File: src/rtl/mult_div_unit_pkg.sv
// mult_div_unit_pkg: funct codes shared with the ALU and the multiply/divide FSM states
package mult_div_unit_pkg;

    localparam logic [5:0] ALU_MFHI  = 6'h10;
    localparam logic [5:0] ALU_MTHI  = 6'h11;
    localparam logic [5:0] ALU_MFLO  = 6'h12;
    localparam logic [5:0] ALU_MTLO  = 6'h13;
    localparam logic [5:0] ALU_MULT  = 6'h18;
    localparam logic [5:0] ALU_MULTU = 6'h19;
    localparam logic [5:0] ALU_DIV   = 6'h1A;
    localparam logic [5:0] ALU_DIVU  = 6'h1B;

    typedef enum logic [1:0] {
        IDLE,
        CALC,
        FIX
    } state_e;

endpackage

File: src/rtl/mult_div_unit.sv
// mult_div_unit: iterative 32-bit multiply/divide with architectural HI/LO registers
module mult_div_unit
    import mult_div_unit_pkg::*;
(
    input  logic        clk,
    input  logic        reset,
    input  logic        start,
    input  logic [5:0]  funct,
    input  logic [31:0] operand1,
    input  logic [31:0] operand2,
    output logic        busy,
    output logic        done,
    output logic [31:0] hi,
    output logic [31:0] lo
);

    state_e      state_q, state_d;
    logic [4:0]  count_q, count_d;
    logic [63:0] acc_q, acc_d;
    logic [31:0] mag_q, mag_d;
    logic [31:0] hi_q, hi_d;
    logic [31:0] lo_q, lo_d;
    logic        div_q, div_d;
    logic        s1_q, s1_d;
    logic        s2_q, s2_d;
    logic        dz_q, dz_d;
    logic        done_q;

    logic        idle_start, is_signed, is_div, accept;
    logic [32:0] mul_sum, div_diff;
    logic [63:0] step, prod;

    assign idle_start = start && state_q == IDLE;
    assign is_signed  = funct == ALU_MULT || funct == ALU_DIV;
    assign is_div     = funct == ALU_DIV || funct == ALU_DIVU;
    assign accept     = idle_start && (is_div || funct == ALU_MULT || funct == ALU_MULTU);

    // Multiply adds the multiplicand into the top half when the current multiplier bit
    // is set, then shifts right keeping the carry. Divide shifts left and subtracts the
    // divisor from the partial remainder when it fits, shifting in the quotient bit.
    assign mul_sum  = {1'b0, acc_q[63:32]} + (acc_q[0] ? {1'b0, mag_q} : 33'd0);
    assign div_diff = acc_q[63:31] - {1'b0, mag_q};
    assign step     = div_q ? (div_diff[32] ? {acc_q[62:0], 1'b0} : {div_diff[31:0], acc_q[30:0], 1'b1})
                            : {mul_sum, acc_q[31:1]};
    assign prod     = (s1_q ^ s2_q) ? -acc_q : acc_q;

    // State register
    always_ff @(posedge clk or posedge reset) begin
        if (reset) state_q <= IDLE;
        else       state_q <= state_d;
    end

    // Next-state logic: 32 CALC iterations then a single FIX cycle
    always_comb begin
        state_d = state_q;
        if (state_q == IDLE)      state_d = accept ? CALC : IDLE;
        else if (state_q == CALC) state_d = count_q == 5'd31 ? FIX : CALC;
        else                      state_d = IDLE;
    end

    // Outputs: busy follows the state, done is the registered FIX indication
    always_comb begin
        busy = state_q != IDLE;
        done = done_q;
        hi   = hi_q;
        lo   = lo_q;
    end

    // Datapath next values. A zero divisor leaves the raw all-ones quotient and a remainder
    // equal to the dividend magnitude, so restoring the dividend sign yields operand1 exactly.
    always_comb begin
        acc_d   = acc_q;
        count_d = count_q;
        mag_d   = mag_q;
        div_d   = div_q;
        s1_d    = s1_q;
        s2_d    = s2_q;
        dz_d    = dz_q;
        hi_d    = hi_q;
        lo_d    = lo_q;
        if (idle_start && funct == ALU_MTHI) hi_d = operand1;
        if (idle_start && funct == ALU_MTLO) lo_d = operand1;
        if (accept) begin
            s1_d    = is_signed && operand1[31];
            s2_d    = is_signed && operand2[31];
            acc_d   = {32'd0, (is_signed && operand1[31]) ? -operand1 : operand1};
            mag_d   = (is_signed && operand2[31]) ? -operand2 : operand2;
            div_d   = is_div;
            dz_d    = operand2 == 32'd0;
            count_d = 5'd0;
        end
        if (state_q == CALC) begin
            acc_d   = step;
            count_d = count_q + 5'd1;
        end
        if (state_q == FIX) begin
            hi_d = div_q ? (s1_q ? -acc_q[63:32] : acc_q[63:32]) : prod[63:32];
            lo_d = div_q ? ((s1_q ^ s2_q) && !dz_q ? -acc_q[31:0] : acc_q[31:0]) : prod[31:0];
        end
    end

    // Datapath registers; reset aborts any operation in flight
    always_ff @(posedge clk or posedge reset) begin
        if (reset) begin
            acc_q   <= 64'd0;
            count_q <= 5'd0;
            mag_q   <= 32'd0;
            div_q   <= 1'b0;
            s1_q    <= 1'b0;
            s2_q    <= 1'b0;
            dz_q    <= 1'b0;
            hi_q    <= 32'd0;
            lo_q    <= 32'd0;
            done_q  <= 1'b0;
        end else begin
            acc_q   <= acc_d;
            count_q <= count_d;
            mag_q   <= mag_d;
            div_q   <= div_d;
            s1_q    <= s1_d;
            s2_q    <= s2_d;
            dz_q    <= dz_d;
            hi_q    <= hi_d;
            lo_q    <= lo_d;
            done_q  <= state_q == FIX;
        end
    end

endmodule

File: config.mk
export PLATFORM = sky130hd
export DESIGN_NAME = mult_div_unit
export DESIGN_NICKNAME = d
export VERILOG_FILES = /design/src/rtl/mult_div_unit_pkg.sv /design/src/rtl/mult_div_unit.sv
export SDC_FILE = /design/constraint.sdc
export NUM_CORES = 1
export LEC_CHECK = 0
export BUFFER_PORTS_ARGS = -buffer_cell sky130_fd_sc_hd__buf_2
export CAP_MARGIN = 20
export CORE_MARGIN = 1
export CORE_UTILIZATION = 41
export DETAILED_ROUTE_END_ITERATION = 10
export PLACE_DENSITY = 0.56
export SETUP_SLACK_MARGIN = 0.05
export SKIP_CTS_REPAIR_TIMING = 1
export SLEW_MARGIN = 30
export SYNTH_ARGS = -nofsm -noshare
export SYNTH_HDL_FRONTEND = slang
export SYNTH_SLANG_ARGS = --single-unit
File: constraint.sdc
create_clock -name clk -period 11.36 [get_ports clk]
set_input_delay 1.136 -clock clk [delete_from_list [all_inputs] [get_ports clk]]
set_output_delay 1.136 -clock clk [all_outputs]
set_load 0.02 [all_outputs]
==> qor.yml <==
status: "complete, no violations"
cts_max_level: 4
synth.area.top_cells: "dfrtp_1 (30%), mux2i_1 (7.9%), o21ai_0 (7.1%), ha_1 (6.1%), xnor2_1 (6.1%)"
final_area_mm2: 0.01607
place_congestion: 0.8907
ios: 139
avgSynthCellArea_um2: 8.139
syn_area_mm2: 0.01436
cts_root_buffer: "clkbuf_16"
diodes: 0
placed_area_mm2: 0.01540
vias: 13013
max_freq_ghz: 0.2415
grt_pass1_vias: 12470
wire_per_inst_um: 18.33
setup_violations: 0
p_per_area_mw_per_mm2: 254.7
rsz0062_at_grt: "no"
synth_edf_count: 0
hp-class: "flop to flop"
maxSlewViolCount: 0
worst_pin_slew_ns: 0.8881
die_x_um: 189.1
rr_startpoint: "acc_q[31]"
required_ns: 11.70
yosysTopAreaCell: "dfrtp_1"
critPathTopFamily: "compound AO/OA/AOI/OAI gates"
cts_sinks: 172
cts_buffers: 17
yosys_warnings: 0
crit_type: "flop to flop"
synth_top_area_share: 0.2998
synth.distinct_cells: 86
synth-seq-area-share: 0.2998
ys_ff_latch: 172
async_reset_ff_frac: 1.000
grt_first_pass_wirelength_um: 68140
placedCellCount: 2278
coreArea_mm2: 0.03446
cp_max_fo: 39
gr-usage-all-layers: 0.2407
dieArea_mm2: 0.03577
crit_path_start_kind: "flop"
cpPeakStageDelay_ns: 0.55
cts_buffer_depth: 2
startpoint: "acc_q[31]"
gr-total-overflow: 0
area_growth_pct: 11.90
initial_core_util: 0.4167
antenna_found_initial: 0
cp_num_cells: 14
slowest_stage: "buf_4"
p_leak_nw: 6.767
slew_headroom: 0.4034
grt_max_degree: 72
r2r_slack_ns: 7.22
post-route-drc-count: 0
ant_nets: 0
vias_per_cell: 5.633
num_rows: 68
drt_wl_total_um: 42340
fin_cells: 2310
arrival_ns: 4.48
r2r-end: "acc_q[39]"
peakVddDrop_mv: 0.1698
clkTransAtPathRegs_ns: 0.07
synth_nets: 1909
hold_viol: 0
path_cells: "inv_1 > ha_1 > fa_1 > nor2b_1 > o31a_1 > o31ai_4 > o2111ai_1 > a21boi_2 > mux2i_1 > a211oi_4 > buf_4 > mux2_2 > a22o_1 > a22o_1"
cp-endpoint: "acc_q[39]"
most-common-layout-cells: "o21ai_0 (204), nand2_1 (184), dfrtp_1 (171)"
fin_skew_ns: 0.01468
portBuffers: 138
worstRegToRegCells: 14
critPathBufInv: 2
tritoncts: "built"
layout_commonest_cell: "o21ai_0"
synthFlopType: "dfrtp_1"
drt_iter0_drc: 651
drive_above_1_share: 0.1261
synthCells: 1764
finalNetCount: 1987
maxCapViolations: 0
tns_ns: 0
die_h_um: 189.1
dpl.hpwl_um: 31710
final_util: 0.4663
period_needed_ns: 4.141
clkLatencyLatePin_ns: 0.46
cp-end-kind: "flop"
first_pass_iters: 5
post-route-period-util: 0.3645
cpMostUsedCell: "a22o_1"
## registers in the layout, summed over array words and instances (netlist names)
register,cells
acc_q,64
count_q,5
div_q,1
done,1
dz_q,1
hi,32
lo,32
mag_q,32
s1_q,1
s2_q,1
state_q,2
## cell families (layout without fill, tap and decap cells)
family                   Yosys count  after routing  synth area share
AND/OR/NAND/NOR                  538            538            0.1781
XOR/XNOR                         163            163           0.09996
multiplexers                     121            121           0.08505
flip-flops                       172            172            0.2998
buffers and inverters            163            254           0.04549
adder cells (fa/ha/maj)           72             72           0.06379
AO/OA/AOI/OAI                    535            535            0.2278
## worst min path at each step
stage                    from         to  slack [ns]  depth (start not counted)
finish              mag_q[12]  mag_q[12]        0.48                          2
global route         mag_q[3]   mag_q[3]        0.51                          2
CTS                 mag_q[12]  mag_q[12]        0.49                          2
detailed placement  mag_q[12]  mag_q[12]        0.47                          2
global placement    mag_q[25]  mag_q[25]        0.46                          2
floorplan           mag_q[10]  mag_q[10]        0.45                          2
## cell usage after synthesis (9+ instances only)
library cell	instances
nand4_1	11
clkbuf_1	72
a21o_1	11
inv_1	67
a21oi_1	140
and2_1	9
or3_1	29
a211oi_1	37
nor2b_1	13
mux2i_1	113
nor3_1	36
xor2_1	62
nor4_1	17
o31ai_1	14
o21bai_1	9
nand2_1	185
dfrtp_1	172
nand2b_1	20
o21ai_0	204
a22oi_1	16
xnor2_1	100
nor2_1	149
a31oi_1	10
buf_1	11
o21a_1	10
nand3_1	28
ha_1	70
## power by group
part           internal, W  leakage (nW)  switching, W
combinational     0.000981          4.39       0.00135
sequential        0.000787          2.06      0.000299
clock             0.000419         0.322      0.000262
## worst min-delay path, stage by stage, from the launching register on
cell and delay (ns):
dfrtp_1 0.34, nand2_1 0.05, o21ai_0 0.06
## final cells by class
type	count	area [um^2]
clock buffers	21	450.4
clock inverters	11	215.2
fillers	3461	18390
inverters	67	257.7
multi-input cells	1429	9448
flip-flops and latches	172	4308
well taps	455	569.3
repair buffers	155	818.3
## through the flow
stage | hold slack (ns) | power, W | setup slack, ns
3_3_place_gp | 0.4613 | 0.003379 | 7.062
3_5_place_dp | 0.4710 | 0.003392 | 7.174
4_1_cts | 0.4858 | 0.004087 | 7.137
2_1_floorplan | 0.4498 | 0.002804 | 5.564
5_1_grt | 0.5053 | 0.004417 | 7.042
6_report | 0.4769 | 0.004093 | 7.219
## routing by layer
layer	up-vias	share of wire	wire (um)	GRT usage
li1	6493	-	-	-
met1	6156	0.48	20130	0.3282
met2	308	0.46	19590	0.3948
met3	56	0.039	1639	0.02984
met4	0	0.023	968	0.07754
met5	-	0	0	0
Note: power is estimated with default switching activity, not from simulation.
